==> config.mk <==
export PLATFORM = sky130hd
export DESIGN_NAME = d_cache_axi_bridge
export DESIGN_NICKNAME = d
export VERILOG_FILES = /design/src/rtl/d_cache_axi_bridge.sv
export SDC_FILE = /design/constraint.sdc
export NUM_CORES = 1
export LEC_CHECK = 0
export CAP_MARGIN = 20
export CORE_MARGIN = 2
export CORE_UTILIZATION = 43
export DETAILED_ROUTE_END_ITERATION = 10
export GPL_TIMING_DRIVEN = 0
export MAX_ROUTING_LAYER = met4
export PLACE_DENSITY = 0.87
export SLEW_MARGIN = 15
export SYNTH_ARGS = -nofsm -noshare
export SYNTH_HDL_FRONTEND = slang
export SYNTH_SLANG_ARGS = --single-unit
==> constraint.sdc <==
create_clock -name clk -period 6.88 [get_ports clk]
set_input_delay 1.376 -clock clk [delete_from_list [all_inputs] [get_ports clk]]
set_output_delay 1.376 -clock clk [all_outputs]
set_load 0.05 [all_outputs]
==> src/rtl/d_cache_axi_bridge.sv <==
// Write-through D-cache to AXI4 single-beat bridge; optional posted-write buffer under DCACHE_AXI_POSTED_WRITE_EN.
// Latency: read/write m_ready 3 cycles after strobe with a zero-wait slave (posted write: 2 cycles).
// Backpressure: every AXI valid holds until its ready; new requests wait in IDLE while a write is unresponded.
module d_cache_axi_bridge #(
    parameter int         A_WIDTH = 32,
    parameter logic [3:0] AXI_ID  = 4'd1
) (
    input  logic               clk,
    input  logic               clrn,
    input  logic [A_WIDTH-1:0] m_a,
    input  logic [31:0]        m_din,
    input  logic               m_strobe,
    input  logic               m_rw,
    output logic [31:0]        m_dout,
    output logic               m_ready,
    output logic [3:0]         arid,
    output logic [A_WIDTH-1:0] araddr,
    output logic [7:0]         arlen,
    output logic [2:0]         arsize,
    output logic [1:0]         arburst,
    output logic               arvalid,
    input  logic               arready,
    input  logic [3:0]         rid,
    input  logic [31:0]        rdata,
    input  logic [1:0]         rresp,
    input  logic               rlast,
    input  logic               rvalid,
    output logic               rready,
    output logic [3:0]         awid,
    output logic [A_WIDTH-1:0] awaddr,
    output logic [7:0]         awlen,
    output logic [2:0]         awsize,
    output logic [1:0]         awburst,
    output logic               awvalid,
    input  logic               awready,
    output logic [3:0]         wid,
    output logic [31:0]        wdata,
    output logic [3:0]         wstrb,
    output logic               wlast,
    output logic               wvalid,
    input  logic               wready,
    input  logic [3:0]         bid,
    input  logic [1:0]         bresp,
    input  logic               bvalid,
    output logic               bready,
    output logic               bus_err
);

    typedef enum logic [2:0] {IDLE, RA, RD, WR, WB, DONE} state_t;

    state_t             state, state_nxt;
    logic [A_WIDTH-1:0] araddr_q, awaddr_q;
    logic [31:0]        wdata_q, m_dout_q;
    logic               arvalid_q, rready_q, m_ready_q;
    logic               aw_pend, w_pend, b_pend, bus_err_q;

    logic               wr_busy, aw_w_fin, b_fin, rd_hs;
    logic               rd_accept, wr_accept;

    // IDs, rlast and the byte offset carry no information for single-word traffic
    logic unused_in;
    assign unused_in = ^{rid, bid, rlast, m_a[1:0]};

    assign wr_busy   = aw_pend | w_pend | b_pend;
    assign aw_w_fin  = (aw_pend | w_pend) & (~aw_pend | awready) & (~w_pend | wready);
    assign b_fin     = b_pend & bvalid;
    assign rd_hs     = rready_q & rvalid;
    assign rd_accept = (state == IDLE) & m_strobe & ~m_rw & ~wr_busy;
    assign wr_accept = (state == IDLE) & m_strobe & m_rw & ~wr_busy;

    always_comb begin
        state_nxt = state;
        case (state)
            IDLE: begin
                if (rd_accept)
                    state_nxt = RA;
                else if (wr_accept)
                    state_nxt = WR;
            end
            RA:   if (arready) state_nxt = RD;
            RD:   if (rvalid) state_nxt = DONE;
`ifdef DCACHE_AXI_POSTED_WRITE_EN
            // Buffer already holds the write; AW/W/B drain in the background
            WR:   state_nxt = DONE;
`else
            WR:   if (aw_w_fin) state_nxt = WB;
`endif
            WB:   if (b_fin) state_nxt = DONE;
            DONE: state_nxt = IDLE;
            default: state_nxt = IDLE;
        endcase
    end

    always_ff @(posedge clk or negedge clrn) begin
        if (!clrn) begin
            state     <= IDLE;
            araddr_q  <= '0;
            awaddr_q  <= '0;
            wdata_q   <= '0;
            m_dout_q  <= '0;
            arvalid_q <= 1'b0;
            rready_q  <= 1'b0;
            m_ready_q <= 1'b0;
            aw_pend   <= 1'b0;
            w_pend    <= 1'b0;
            b_pend    <= 1'b0;
            bus_err_q <= 1'b0;
        end else begin
            state     <= state_nxt;
            arvalid_q <= (state_nxt == RA);
            rready_q  <= (state_nxt == RD);
            m_ready_q <= (state_nxt == DONE);

            if (rd_accept)
                araddr_q <= {m_a[A_WIDTH-1:2], 2'b00};

            if (wr_accept) begin
                awaddr_q <= {m_a[A_WIDTH-1:2], 2'b00};
                wdata_q  <= m_din;
                aw_pend  <= 1'b1;
                w_pend   <= 1'b1;
            end else begin
                if (aw_pend && awready)
                    aw_pend <= 1'b0;
                if (w_pend && wready)
                    w_pend <= 1'b0;
            end

            if (aw_w_fin)
                b_pend <= 1'b1;
            else if (b_fin)
                b_pend <= 1'b0;

            if (rd_hs)
                m_dout_q <= rdata;

            if ((rd_hs && rresp != 2'b00) || (b_fin && bresp != 2'b00))
                bus_err_q <= 1'b1;
        end
    end

    assign arid    = AXI_ID;
    assign araddr  = araddr_q;
    assign arlen   = 8'd0;
    assign arsize  = 3'b010;
    assign arburst = 2'b01;
    assign arvalid = arvalid_q;
    assign rready  = rready_q;

    assign awid    = AXI_ID;
    assign awaddr  = awaddr_q;
    assign awlen   = 8'd0;
    assign awsize  = 3'b010;
    assign awburst = 2'b01;
    assign awvalid = aw_pend;

    assign wid     = AXI_ID;
    assign wdata   = wdata_q;
    assign wstrb   = 4'hF;
    assign wlast   = 1'b1;
    assign wvalid  = w_pend;

    assign bready  = b_pend;
    assign m_dout  = m_dout_q;
    assign m_ready = m_ready_q;
    assign bus_err = bus_err_q;

endmodule

==> results.txt <==
- Placed wire-length estimate: between 10 and 15 mm
* Required time of the critical path: 5.50 ns
- Slew Limit Headroom: 61.6%
- Root Buffer: clkbuf_16
* Clock Sinks: about 130
- RSZ-0062 raised after global routing: false
* Port Buffers: 237
- The number of hold-slack violations in the final timing report is 0.
- Fill cells in the final layout number around 840.
* Power per Cell Area: 593 mW/mm²
- Most common cell after layout, fill and taps aside: clkdlybuf4s50_1
- Broken down by cell family, the worst path's largest delay share belongs to buffers and inverters.
* Post-CTS setup repair buffer count: 0
- The number of antenna violations at the first check in global routing came to 0.
- Number of global-route vias before repair: between 4,000 and 5,000
- In this run, the number of DRC markers left after iteration 0 of detailed routing was 135.
* Final Setup Violations: 0
- WL per Instance: 16.3 µm
- Yosys mapped a number of flops with a built-in enable equal to 0.
- Detailed routing inserted a total of 3,847 vias.
- The repair_antennas step left the layout with diodes totalling 0.
- The final layout contains routed wiring with a total length of 13.8 mm.
- Post-CTS repair changed the size of 0 cells.
- Ranked by total cell area, the synthesized netlist is headed by dfrtp_1 60%, mux2_2 15%, mux2_4 13%.
- Final WS setup: 3.79 ns
- Global-route total usage across every layer: approximately 21%
- In the global route stage, met2 resource usage came out at 35.4%.
* Fraction of synthesis flops using an asynchronous set or reset pin: 100%
- In the finished design, the share of the clock period the worst path needs comes to 44.9%.
- Counting distinct cell types in the post-synthesis netlist gives 27.
* Global placement routability congestion: 0.800
- Final layout net count: roughly 800
- Number of cells in the design after placement: 814
- Pin count of the biggest net entering global routing: 76
- Peak per-stage delay on the critical path: 0.86 ns
* Area taken by multi-input logic gates: between 0.0015 and 0.002 mm²
- Worst Path Class, Setup: reg2out
* Synth top area share: 59.7%
- Power comes to 5.34 mW.
* Max-capacitance violation count: 0
- Count of H-tree levels built during CTS: 4
- Measured along the x axis, the die boundary spans between 100 and 150 µm.
* Worst setup timing slack at the placement stage: 3.58 ns
* Most heavily used metal layer in global routing: met2
- The clock passes through at most 2 buffers.
* Global-route wire length before repair: 21.9 mm
* Result of the run: finished, final reports clean
- Counting both buffers and inverters, the worst setup path holds a total of 1.
- The top cell types in the final layout, fill and taps aside, are 236 x clkdlybuf4s50_1, 134 x dfrtp_1, 76 x mux2_2.
- Area of the die: 0.0140 mm²
- Number of top-level design ports: 296
- Number of iterations in the first detailed-routing pass: 4
* Met1 demand-to-capacity share in global routing: about 22%
* Transition at the pin with the smallest max-transition slack: 0.574 ns
- Data arrival at the endpoint of the critical path: 1.72 ns
- Seq cells post-synth: about 130
- Biggest fanout along the worst timing path: 6
* Instance count of the mapped netlist: 359
- TritonCTS created 17 clock buffers.
- Finished Core Util: between 70 and 80%
* Origin of the worst setup path: bready
- In this run the static leakage power is 4.14 nW.
- The clock period could shrink to just over 3 ns.
- Chain of cells forming the critical path: clkdlybuf4s50_1
- The biggest area contributor in the post-synthesis netlist is dfrtp_1.
* Cell Area, Synth: 0.00562 mm²
* Max Fclk: 0.323 GHz
- Critical-path cell with the highest stage delay: clkdlybuf4s50_1
- Critical Path Start Type: flip-flop
* Total count of max-transition violations in the final report: 0
- In this run, post-CTS hold repair placed 0 buffers.
- Dividing the synthesized area by the synthesized cell count gives roughly 16 µm².
- Area growth, synth to finish: 60.2%
* CTS tree: built
- GRT Residual Overflow: 0
* Final antenna-violating net count: 0
- The worst-case IR drop observed on VDD is 0.330 mV.
- Final non-filler cell total: roughly 850
- Worst hold path startpoint: bus_err
- Die Span Y: around 120 µm
- The share of the Yosys chip area taken by registers is 59.7%.
- The initial utilization of the core area, before any placement, comes to between 40% and 50%.
- Area of the core region: about 0.013 mm²
- Yosys warnings: 0
- Residual DRC count: 0
- Met3 global-route usage: 6.85%
* Vias per inst: 4.55
- Area taken by flip-flops and latches: 0.00335 mm²
* Dominant synthesized flop cell: dfrtp_1
* Beginning of the worst register-to-register path: state[1]
* Cell row count: 41
* Type of destination of the critical path: output port
- Worst hold-check path type: reg2reg
- Clock insertion delay at the later pin of the skew report: 0.41 ns
- Clock slew seen by the registers of the worst setup and hold paths: 0.05 ns
- Final clock skew: around 0.0077 ns
- In the final layout, the share of cells above drive strength 1 is 31.5%.
sequential cells by signal, summed over array words and instances (netlist names):
name and flops:
arvalid 1, awvalid 1, awaddr 30, m_dout 32, bready 1, wvalid 1, state 3, bus_err 1
araddr 30, rready 1, m_ready 1, wdata 32
logic make-up after synthesis:
| logic type | share of synthesized area, % |
|---|---|
| mux | 28.2 |
| compound gates | 1.07 |
| flops | 59.7 |
| simple gates | 2.47 |
| buf+inv | 8.44 |
| other cells | 0.134 |
cell type report:
| cell class | count | share of cell area, % |
|---|---|---|
| tap | 172 | 2.39 |
| clock inverter | 9 | 1.39 |
| inverter | 3 | 0.125 |
| timing repair buffer | 238 | 26.7 |
| clock buffer | 22 | 5.27 |
| sequential | 134 | 37.2 |
| multi-input combinational | 206 | 21.8 |
| buffer | 61 | 5.14 |
through the flow:
step | instance area, µm² | setup TNS, ns | hold WS [ns]
floorplan | 5790 | 0 | 0.516
global placement | 8370 | -70.51 | 0.462
detailed placement | 8400 | 0 | 0.462
CTS | 9000 | 0 | 0.475
global route | 9000 | 0 | 0.512
finish | 9000 | 0 | 0.471
path summary, 6_finish.rpt:
| path | to | slack [ns] | cells after the start |
|---|---|---|---|
| worst max-delay path | bready | 3.79 | 1 |
| worst min-delay path | bus_err | 0.47 | 2 |
| worst max register to register | araddr[26] | 4.43 | 5 |
| worst min register to register | bus_err | 0.47 | 2 |
| max in group asynchronous | wdata[29] | 5.20 | 2 |
| min in group asynchronous | araddr[28] | 0.93 | 1 |
routing by layer:
metal  vias up  wire, µm
li1       1752         -
met1      1875      5180
met2       184      7160
met3        36      1050
met4         0       405
met5         -         0
report_power, final:
group / total, mW / switching (mW) / internal (mW)
Sequential: 1.41 / 0.224 / 1.18
Combinational: 3.02 / 1.85 / 1.16
Clock: 0.912 / 0.318 / 0.594
synthesized netlist by cell type (all sizes together) (2+ instances only):
| master | n |
|---|---|
| or4b | 2 |
| dfrtp | 134 |
| a21oi | 3 |
| inv | 3 |
| nor2 | 7 |
| buf | 60 |
| o211ai | 2 |
| or4 | 2 |
| nand2 | 6 |
| mux2 | 125 |
| o21ai | 3 |
| nand3b | 2 |
| conb | 2 |
(Power assumes the default switching activity.)
